==> src/rtl/trig_overlay_multi.sv <==
// -----------------------------------------------------------------------------
// trig_overlay_multi
//   Multi-channel trigger overlay for the scope's VGA pixel pipeline. For each
//   enabled channel it draws a horizontal trigger-level line across the
//   waveform area and a left-edge arrow marker. It also animates the channel
//   status: the line blinks while the channel is armed, and it is held solid
//   for a number of frames after a trigger event. Levels are latched at
//   frame_start so that a level change never tears a frame.
//
// Ports
//   clk, rst_n     pixel clock, asynchronous active-low reset
//   frame_start    1-cycle pulse at the start of vertical blank
//   pix_valid      x_in/y_in carry an active pixel this cycle
//   x_in, y_in     current pixel column / row
//   trig_level     per-channel level (screen row), ch i at [i*COORD_W +: COORD_W]
//   ch_enable      per-channel overlay enable
//   trig_armed     per-channel armed level
//   trig_fired     per-channel 1-cycle trigger event pulse
//   sel_ch         selected channel: its line is solid; >= NUM_CH selects none
//   display        overlay pixel on (qualified by pix_valid_out)
//   display_ch     lowest channel owning the pixel, 0 when display is 0
//   pix_valid_out  pix_valid delayed by the two pipeline stages
// -----------------------------------------------------------------------------
module trig_overlay_multi #(
  parameter int NUM_CH       = 2,
  parameter int COORD_W      = 10,
  parameter int AREA_X0      = 0,
  parameter int AREA_X1      = 639,
  parameter int AREA_Y0      = 0,
  parameter int AREA_Y1      = 479,
  parameter int DASH_LOG2    = 2,
  parameter int MARKER_W     = 8,
  parameter int BLINK_FRAMES = 16,
  parameter int HOLD_FRAMES  = 30
) (
  input  logic                        clk,
  input  logic                        rst_n,
  input  logic                        frame_start,
  input  logic                        pix_valid,
  input  logic [COORD_W-1:0]          x_in,
  input  logic [COORD_W-1:0]          y_in,
  input  logic [NUM_CH*COORD_W-1:0]   trig_level,
  input  logic [NUM_CH-1:0]           ch_enable,
  input  logic [NUM_CH-1:0]           trig_armed,
  input  logic [NUM_CH-1:0]           trig_fired,
  input  logic [$clog2(NUM_CH):0]     sel_ch,
  output logic                        display,
  output logic [$clog2(NUM_CH):0]     display_ch,
  output logic                        pix_valid_out
);

  localparam int SEL_W  = $clog2(NUM_CH) + 1;
  localparam int FC_W   = (BLINK_FRAMES > 1) ? $clog2(BLINK_FRAMES) : 1;
  localparam int HOLD_W = $clog2(HOLD_FRAMES + 1);
  // One extra bit so that coordinate differences can be handled as signed values
  localparam int SW     = COORD_W + 1;

  localparam logic signed [SW-1:0] X0_S     = SW'(AREA_X0);
  localparam logic signed [SW-1:0] X1_S     = SW'(AREA_X1);
  localparam logic signed [SW-1:0] Y0_S     = SW'(AREA_Y0);
  localparam logic signed [SW-1:0] Y1_S     = SW'(AREA_Y1);
  localparam logic signed [SW-1:0] MW_S     = SW'(MARKER_W);
  localparam logic signed [SW-1:0] MW_M1_S  = SW'(MARKER_W - 1);
  localparam logic signed [SW-1:0] ZERO_S   = SW'(0);
  localparam logic [FC_W-1:0]      FC_LAST  = FC_W'(BLINK_FRAMES - 1);
  localparam logic [FC_W-1:0]      FC_HALF  = FC_W'(BLINK_FRAMES / 2);
  localparam logic [HOLD_W-1:0]    HOLD_LD  = HOLD_W'(HOLD_FRAMES);
  localparam logic [HOLD_W-1:0]    HOLD_ONE = HOLD_W'(1);

  typedef enum logic [1:0] {
    ST_IDLE  = 2'd0,
    ST_ARMED = 2'd1,
    ST_FIRED = 2'd2
  } ch_state_e;

  logic [COORD_W-1:0] lvl_r [NUM_CH];
  logic [NUM_CH-1:0]  en_r;
  logic [FC_W-1:0]    fc_r;
  logic [FC_W-1:0]    fc_nxt_s;
  logic               blink_on_s;

  ch_state_e          state_r     [NUM_CH];
  ch_state_e          state_nxt_s [NUM_CH];
  logic [HOLD_W-1:0]  hold_r      [NUM_CH];
  logic [HOLD_W-1:0]  hold_nxt_s  [NUM_CH];

  logic signed [SW-1:0] x_s;
  logic signed [SW-1:0] y_s;
  logic                 x_in_area_s;
  logic [NUM_CH-1:0]    hit_s;

  logic                 pv_d1_r;
  logic [NUM_CH-1:0]    hit_r;
  logic [SEL_W-1:0]     first_ch_s;
  logic                 any_hit_s;
  logic                 display_r;
  logic [SEL_W-1:0]     display_ch_r;
  logic                 pv_d2_r;

  assign fc_nxt_s   = (fc_r == FC_LAST) ? '0 : fc_r + FC_W'(1);
  assign blink_on_s = (fc_r < FC_HALF);

  // Frame-latched levels, registered enables and the blink frame counter
  always_ff @(posedge clk or negedge rst_n) begin
    if (!rst_n) begin
      for (int i = 0; i < NUM_CH; i++) begin
        lvl_r[i] <= '0;
      end
      en_r <= '0;
      fc_r <= '0;
    end else begin
      en_r <= ch_enable;
      if (frame_start) begin
        for (int i = 0; i < NUM_CH; i++) begin
          lvl_r[i] <= trig_level[i*COORD_W +: COORD_W];
        end
        fc_r <= fc_nxt_s;
      end else begin
        fc_r <= fc_r;
      end
    end
  end

  // Per-channel status next-state: disable overrides everything, a trigger
  // event beats the frame decrement in the same cycle
  always_comb begin
    for (int i = 0; i < NUM_CH; i++) begin
      state_nxt_s[i] = state_r[i];
      hold_nxt_s[i]  = hold_r[i];
      if (!ch_enable[i]) begin
        state_nxt_s[i] = ST_IDLE;
      end else begin
        case (state_r[i])
          ST_IDLE: begin
            if (trig_fired[i]) begin
              state_nxt_s[i] = ST_FIRED;
              hold_nxt_s[i]  = HOLD_LD;
            end else if (trig_armed[i]) begin
              state_nxt_s[i] = ST_ARMED;
            end else begin
              state_nxt_s[i] = ST_IDLE;
            end
          end
          ST_ARMED: begin
            if (trig_fired[i]) begin
              state_nxt_s[i] = ST_FIRED;
              hold_nxt_s[i]  = HOLD_LD;
            end else if (!trig_armed[i]) begin
              state_nxt_s[i] = ST_IDLE;
            end else begin
              state_nxt_s[i] = ST_ARMED;
            end
          end
          ST_FIRED: begin
            if (trig_fired[i]) begin
              hold_nxt_s[i] = HOLD_LD;
            end else if (frame_start) begin
              if (hold_r[i] == HOLD_ONE) begin
                state_nxt_s[i] = trig_armed[i] ? ST_ARMED : ST_IDLE;
              end else begin
                hold_nxt_s[i] = hold_r[i] - HOLD_ONE;
              end
            end else begin
              hold_nxt_s[i] = hold_r[i];
            end
          end
          default: begin
            state_nxt_s[i] = ST_IDLE;
          end
        endcase
      end
    end
  end

  // Per-channel status registers
  always_ff @(posedge clk or negedge rst_n) begin
    if (!rst_n) begin
      for (int i = 0; i < NUM_CH; i++) begin
        state_r[i] <= ST_IDLE;
        hold_r[i]  <= '0;
      end
    end else begin
      for (int i = 0; i < NUM_CH; i++) begin
        state_r[i] <= state_nxt_s[i];
        hold_r[i]  <= hold_nxt_s[i];
      end
    end
  end

  assign x_s         = $signed({1'b0, x_in});
  assign y_s         = $signed({1'b0, y_in});
  assign x_in_area_s = (x_s >= X0_S) && (x_s <= X1_S);

  for (genvar g = 0; g < NUM_CH; g++) begin : g_ch
    logic signed [SW-1:0] lvl_s;
    logic signed [SW-1:0] mrow_s;
    logic signed [SW-1:0] dx_s;
    logic signed [SW-1:0] dy_s;
    logic signed [SW-1:0] ady_s;
    logic signed [SW-1:0] lim_s;
    logic                 lvl_in_area_s;
    logic                 dash_on_s;
    logic                 line_vis_s;
    logic                 line_hit_s;
    logic                 marker_hit_s;

    assign lvl_s         = $signed({1'b0, lvl_r[g]});
    assign lvl_in_area_s = (lvl_s >= Y0_S) && (lvl_s <= Y1_S);
    // The selected channel is drawn solid, all others dashed
    assign dash_on_s     = (sel_ch == SEL_W'(g)) || !x_in[DASH_LOG2];
    assign line_vis_s    = en_r[g] && ((state_r[g] != ST_ARMED) || blink_on_s);
    assign line_hit_s    = (y_in == lvl_r[g]) && x_in_area_s && lvl_in_area_s &&
                           dash_on_s && line_vis_s;

    // The marker stays on screen even when the level is off-area: pin its row to the area edge
    assign mrow_s        = (lvl_s < Y0_S) ? Y0_S : ((lvl_s > Y1_S) ? Y1_S : lvl_s);
    assign dx_s          = x_s - X0_S;
    assign dy_s          = y_s - mrow_s;
    assign ady_s         = dy_s[SW-1] ? -dy_s : dy_s;
    // Arrow narrows to the right: half-height shrinks by one every two columns
    assign lim_s         = (MW_M1_S - dx_s) >>> 1;
    assign marker_hit_s  = en_r[g] && (dx_s >= ZERO_S) && (dx_s < MW_S) && (ady_s <= lim_s);

    assign hit_s[g]      = line_hit_s || marker_hit_s;
  end

  // Stage 1: per-channel hits registered together with the pixel qualifier
  always_ff @(posedge clk or negedge rst_n) begin
    if (!rst_n) begin
      pv_d1_r <= 1'b0;
      hit_r   <= '0;
    end else begin
      pv_d1_r <= pix_valid;
      hit_r   <= hit_s;
    end
  end

  // Lowest-index hit owns the pixel
  always_comb begin
    first_ch_s = '0;
    for (int i = NUM_CH - 1; i >= 0; i--) begin
      first_ch_s = hit_r[i] ? SEL_W'(i) : first_ch_s;
    end
  end

  assign any_hit_s = pv_d1_r && (|hit_r);

  // Stage 2: registered display bit, owner index and delayed qualifier
  always_ff @(posedge clk or negedge rst_n) begin
    if (!rst_n) begin
      display_r    <= 1'b0;
      display_ch_r <= '0;
      pv_d2_r      <= 1'b0;
    end else begin
      display_r    <= any_hit_s;
      display_ch_r <= any_hit_s ? first_ch_s : '0;
      pv_d2_r      <= pv_d1_r;
    end
  end

  assign display       = display_r;
  assign display_ch    = display_ch_r;
  assign pix_valid_out = pv_d2_r;

endmodule

==> config.mk <==
export PLATFORM = sky130hd
export DESIGN_NAME = trig_overlay_multi
export DESIGN_NICKNAME = d
export VERILOG_FILES = /design/src/rtl/trig_overlay_multi.sv
export SDC_FILE = /design/constraint.sdc
export NUM_CORES = 1
export LEC_CHECK = 0
export CAP_MARGIN = 20
export CORE_MARGIN = 1
export CORE_UTILIZATION = 51
export CTS_BUF_LIST = sky130_fd_sc_hd__clkbuf_16
export DETAILED_ROUTE_END_ITERATION = 6
export PLACE_DENSITY = 0.84
export SYNTH_ARGS = -nofsm -noshare
export SYNTH_HDL_FRONTEND = slang
export SYNTH_SLANG_ARGS = --single-unit
==> constraint.sdc <==
create_clock -name clk -period 5.4 [get_ports clk]
set_clock_uncertainty 0.15 [all_clocks]
set_input_delay 0.81 -clock clk [delete_from_list [all_inputs] [get_ports clk]]
set_output_delay 0.81 -clock clk [all_outputs]
set_load 0.01 [all_outputs]
# [Word level (Yosys, flattened, before mapping)]
# Index checks and enable logic that the tools add are counted.
[word_totals] regBits=46 latch_bits=0 ramBits=0 rom_bits=0 out_inout_bits=4 elab_cells=132 n_memories=0
[classes] addsub=8 mul=0 div_mod_pow=0 order_cmp=14 eq_ne=24 n_shift=0 mux=34 bitwise_logic=0 reduce_logical=39
[op_table] op="$mux W10" count=4
[op_table] op="$mux W5" count=8
[op_table] op="$ge A10 B1 Y1 const B" count=3
[op_table] op="$ne A3 B3 Y1 const B" count=10
[op_table] op="$le A11 B10 Y1" count=2
[op_table] op="$mux W11" count=2
[op_table] op="$neg A11 Y11" count=2
[op_table] op="$sub A10 B10 Y11" count=2
[op_table] op="$eq A10 B10 Y1" count=2
[op_table] op="$gt A10 B9 Y1 const B" count=2
[op_table] op="$le A10 B9 Y1 const B" count=2
[op_table] op="$logic_and A1 B1 Y1" count=20
[op_table] op="$lt A10 B1 Y1 const B" count=2
[op_table] op="$mux W2" count=10
[op_table] op="$pmux W5 S2" count=2
[op_table] op="$sub A3 B10 Y11 const A" count=1
[op_table] op="$eq A5 B1 Y1 const B" count=2
[op_table] op="$le A10 B10 Y1 const B" count=1
[op_table] op="$lt A10 B4 Y1 const B" count=1
[op_table] op="$reduce_and A5 Y1" count=2
[op_table] op="$sub A5 B1 Y5 const B" count=2
[op_table] op="$ne A2 B1 Y1 const B" count=4
[op_table] op="$pmux W2 S2" count=2
[op_table] op="$eq A2 B1 Y1 const B" count=3
[op_table] op="12 further kinds" count=28

# [Depth between registers and ports, before layout]
[logic_depth] depth_word=9 ltp_mapped=20 mapped_depth_nobuf=19

# [Worst setup path before layout]
# Ideal clock, no wire load.
[synth_path] path_type="flip-flop to flip-flop" start="register lvl_r, in the netlist g_ch[1].lvl_s[8]" end="register hit_r[1]" t_arrival_ns=3.966 t_required_ns=5.167 setup_slack_ns=1.202 stages_incl_launch_ff=18 path_buffers=0 path_cell_list="dfrtp_1 > a41o_1 > or2_2 > ha_1 > fa_1 > nor2b_1 > o21ai_1 > o21ai_1 > xnor2_1 > and3_2 > a21oi_2 > xnor2_1 > ha_1 > a21o_1 > a2111oi_0 > a221o_1 > a31oi_1 > o22ai_1"
[synth_between] elab_chain_len=9 word_cells_on_any_way=18 classes_between="add/sub: 2; order compare: 5; eq/ne: 1; mux: 3; reduce/logical: 7"
[synth_lines] item="start: declaration" line="76" source="logic [COORD_W-1:0] lvl_r [NUM_CH];"
[synth_lines] item="start signal: indexed assignment" line="115" source="lvl_r[i] <= trig_level[i*COORD_W +: COORD_W];"
[synth_lines] item="$gt A10 B9 Y1" line="216" source="assign mrow_s = (lvl_s < Y0_S) ? Y0_S : ((lvl_s > Y1_S) ? Y1_S : lvl_s);"
[synth_lines] item="$mux W10 (2 in series)" line="216"
[synth_lines] item="$sub A10 B10 Y11" line="218" source="assign dy_s = y_s - mrow_s;"
[synth_lines] item="$neg A11 Y11" line="219" source="assign ady_s = dy_s[SW-1] ? -dy_s : dy_s;"
[synth_lines] item="$mux W11" line="219"
[synth_lines] item="$le A11 B10 Y1" line="222" source="assign marker_hit_s = en_r[g] && (dx_s >= ZERO_S) && (dx_s < MW_S) && (ady_s <= lim_s);"
[synth_lines] item="$logic_and A1 B1 Y1" line="222"
[synth_lines] item="$logic_or A1 B1 Y1 *" line="224" source="assign hit_s[g] = line_hit_s || marker_hit_s;"
[synth_lines] item="via hit_s[1]" line="90" source="logic [NUM_CH-1:0] hit_s;"
[synth_lines] item="end signal: assignment" line="234" source="hit_r <= hit_s;"
[synth_lines] item="end: declaration" line="93" source="logic [NUM_CH-1:0] hit_r;"
# Mark *: on every way through the listed nets, which the timed path passes. The rest lies on a longest branch.
# A chain may end at the register's enable or synchronous reset.

# [Final worst setup path]
[layout_path] start="input port y_in[0]" end="register hit_r[1]"
[layout_between] elab_chain_len=6 word_cells_on_any_way=11 classes_between="add/sub: 2; order compare: 1; eq/ne: 1; mux: 1; reduce/logical: 6"
[layout_lines] item="start: declaration" line="41" source="input logic [COORD_W-1:0] y_in,"
[layout_lines] item="$sub A10 B10 Y11 / $eq A10 B10 Y1 (equally long branches)" line="218, 212"
[layout_lines] item="$neg A11 Y11 / $logic_and A1 B1 Y1 (equally long branches)" line="219, 212"
[layout_lines] item="$mux W11 / $logic_and A1 B1 Y1 (equally long branches)" line="219, 212"
[layout_lines] item="$le A11 B10 Y1 / $logic_and A1 B1 Y1 (equally long branches)" line="222, 212"
[layout_lines] item="$logic_and A1 B1 Y1, on equally long branches" line="222, 213"
[layout_lines] item="$logic_or A1 B1 Y1 *" line="224"
[layout_lines] item="via hit_s[1]" line="90"
# Marked as above.

==> summary.txt <==
Status
  – Outcome: completed

Placed design
  – Place WS: around 0.24 ns
  – Hpwl dp: 7750 um
  – Number of port buffers: between 50 and 60
  – Gpl congestion: slightly below 0.9

Critical path
  – Worst flop-to-flop path startpoint: g_ch[1].lvl_s[8]$_DFFE_PN0P_
  – Slowest CP cell: a2111oi_0
  – CP Data Required Time: between 5 and 6 ns
  – Crit path largest cell delay: approximately 0.6 ns
  – Crit path buf inv count: 2
  – Critical Path Source: y_in[0]
  – Worst-path cell chain: clkdlybuf4s50_1 > inv_1 > ha_1 > fa_1 > nor2b_1 > o21ai_1 > o21ai_1 > xnor2_1 > and3_2 > a21oi_2 > xnor2_1 > ha_1 > a21o_1 > a2111oi_0 > a221o_1 > a31oi_1 > o22ai_1
  – CP Class: in2reg
  – CP top delay family: compound AO/OA/AOI/OAI gates
  – Crit-path max FO: 3
  – Crit end category: flip-flop
  – WP data arrival: 4.93 ns
  – CP Launch Type: primary input

Finish
  – Most common library cell in the layout ignoring fill and taps: clkdlybuf4s50_1
  – Synthesis-to-layout area growth: 20.3%
  – Fin nets: 627
  – Share of cells above drive strength 1: 9.35%
  – Diodes inserted: 0
  – Most frequent cells in the layout: 52 x clkdlybuf4s50_1, 51 x nor2_1, 50 x ha_1
  – Multi-input gate area: roughly 2900 um2
  – Register area: roughly 1200 um2
  – Fillcell total: between 600 and 700

CTS
  – Worst skew pair latency: around 0.29 ns
  – Post-CTS setup buffer count: 0
  – Sink Count: 46
  – Post-CTS Resized: 0
  – H-tree levels: 2
  – CTS tree: built
  – Root Buffer: clkbuf_16
  – Clock slew at reported path FFs: around 0.07 ns
  – Hold_buf cts: 0
  – Number of buffers created by CTS: 5
  – CTS Buffer Depth: 2

Timing
  – Tcrit/Tclk final: between 90% and 100%
  – RSZ-0062 raised after global routing: false
  – Final Max Slew Viols: 0
  – Slew HR: 51.9%
  – Final min period: just under 5 ns
  – Worst Max-Slew Pin Slew: 0.721 ns
  – F_max: between 200 and 250 MHz
  – Final Setup Violations: 0
  – Setup tns final: 0 ns
  – Hold slack: 0.186 ns
  – Hold Fails Final Rpt: 0
  – Worst setup margin: 0.527 ns

Yosys
  – Synth warn: 0
  – Syn_area_per_cell: 8.97 um2
  – FFs w/ async S/R, synth: 100%
  – Cells after Synth: approximately 460
  – Post-synthesis sequential area ratio: between 20% and 30%
  – EDFF count, synth: 0
  – Register bit total from synthesis: 46
  – Top_reg_cell synth: dfrtp_1
  – Yosys cell types: 60
  – Cell Area, Synth: 4140 um2

Die
  – Core area: 7810 um2
  – Ports: 56
  – Initial core utilization: 53.1%
  – Die extent in y: about 92 um
  – Die Width: slightly above 90 um
  – Num rows: 32
  – Die area: between 8000 and 9000 um2

Routing
  – WL met2: 4800 um
  – Initial drt markers: around 200
  – WL met1: 4210 um
  – Routed Antenna Nets: 0
  – Number of vias per cell: between 5 and 6
  – DRC viols: 0
  – Detailed Route WL: ~9900 um
  – DR vias: between 3,000 and 4,000
  – First drt pass iteration count: 6
  – Routed wl met3: 475 um
  – WL per Instance: between 15 and 20 um
  – Max Used Layer: met4

Min path
  – Worst Hold Class: in2async

Power and ir drop
  – Leakage: between 2 and 2.5 nW
  – Final Total Pwr: about 0.0014 W
  – Worst vdd ir: about 0.28 mV
  – Power Density: 279 nW/um2

GRT
  – Vias in the first global route: 3,632
  – Initial antenna violation count: 0
  – First-pass GRT wire length: 16,400 um
  – Overflow after GRT: 0
  – Largest net degree at the start of global routing: 47
  – Gr usage total: roughly 24%

Job
  – # Max-Cap Violations: 0
## metrics by stage
| stage | util (%) | instance area (um2) | cells |
|---|---|---|---|
| 6_report | 63.8 | 4980 | 626 |
| 5_1_grt | 63.8 | 4980 | 626 |
| 4_1_cts | 63.6 | 4960 | 625 |
| 3_5_place_dp | 61.5 | 4800 | 617 |
| 3_3_place_gp | 61.5 | 4800 | 617 |
| 2_1_floorplan | - | 4150 | 463 |
## registers in the layout, indices dropped and copies added (netlist names)
name and cells:
hit_r 2, display_ch 1, state_r 4, fc_r 4, hold_r 10, g_ch.lvl_s 20, pix_valid_out 1, pv_d1_r 1
display 1, en_r 2
## power breakdown
part	internal (W)	total, W	switching [W]
Clock	0.000217	0.000343	0.000126
Sequential	0.000387	0.000435	0.0000485
Combinational	0.000289	0.000615	0.000326
Total	0.000892	0.00139	0.000501
## worst paths after layout
path | to | slack [ns] | cells past startpoint
max in group asynchronous | g_ch[0].lvl_s[7]$_DFFE_PN0P_ | 4.47 | 2
worst min register to register | pix_valid_out$_DFF_PN0_ | 0.25 | 0
worst min-delay path | hit_r[0]$_DFF_PN0_ | 0.19 | 1
min in group clk | pix_valid_out$_DFF_PN0_ | 0.25 | 0
worst max register to register | hit_r[1]$_DFF_PN0_ | 0.69 | 17
worst max-delay path | hit_r[1]$_DFF_PN0_ | 0.53 | 17
## routing by layer
layer,GRT usage (%),vias up
li1,-,1781
met1,29.7,1686
met2,42.9,99
met3,2.07,33
met4,11.8,0
met5,0,-
## synthesized netlist by cell type (2+ instances only)
cell type | count | share of area (%)
a2111oi_0 | 3 | 0.63
a211o_1 | 2 | 0.42
a211oi_1 | 2 | 0.36
a21o_1 | 10 | 1.8
a21oi_1 | 27 | 3.3
a221o_1 | 2 | 0.48
a31oi_1 | 5 | 0.75
a41o_1 | 2 | 0.48
a41oi_1 | 2 | 0.42
and2_1 | 3 | 0.45
and3_1 | 5 | 0.75
buf_6 | 2 | 0.54
clkbuf_1 | 3 | 0.27
conb_1 | 2 | 0.18
dfrtp_1 | 46 | 28
fa_1 | 2 | 0.97
ha_1 | 50 | 15
inv_1 | 24 | 2.2
mux2_2 | 21 | 5.7
mux2i_1 | 3 | 0.72
nand2_1 | 28 | 2.5
nand2b_1 | 12 | 1.8
nand3_1 | 14 | 1.7
nand3b_1 | 2 | 0.36
nand4_1 | 9 | 1.4
nor2_1 | 51 | 4.6
nor2b_1 | 6 | 0.91
nor3_1 | 8 | 0.97
nor4_1 | 4 | 0.60
nor4b_1 | 2 | 0.42
o2111ai_1 | 2 | 0.42
o21ai_0 | 21 | 2.5
o21ai_1 | 2 | 0.24
o21bai_1 | 2 | 0.36
o22ai_1 | 4 | 0.60
o31ai_1 | 3 | 0.54
o32ai_1 | 2 | 0.42
or2_2 | 3 | 0.45
xnor2_1 | 30 | 6.3
xor2_1 | 21 | 4.4
## cells by family after synthesis
group / Yosys count / share of synthesized area, %
and+or+nand+nor: 153 / 18.3
AOI/OAI and AO/OA: 103 / 17.2
adders and majority gates: 52 / 16.1
xor gates and xnor gates: 51 / 10.8
DFF: 46 / 27.8
buffers and inverters: 31 / 3.29
muxes: 24 / 6.43
other: 2 / 0.181
## cell type report
| type | instances | share of cell area, % |
|---|---|---|
| clock inverter | 3 | 0.803 |
| tap | 102 | 2.56 |
| multi-input combinational | 386 | 57.4 |
| clock buffer | 5 | 2.51 |
| sequential | 46 | 23.1 |
| timing repair buffer | 60 | 11.8 |
| inverter | 24 | 1.81 |
Power figures use the tool's default switching activity.
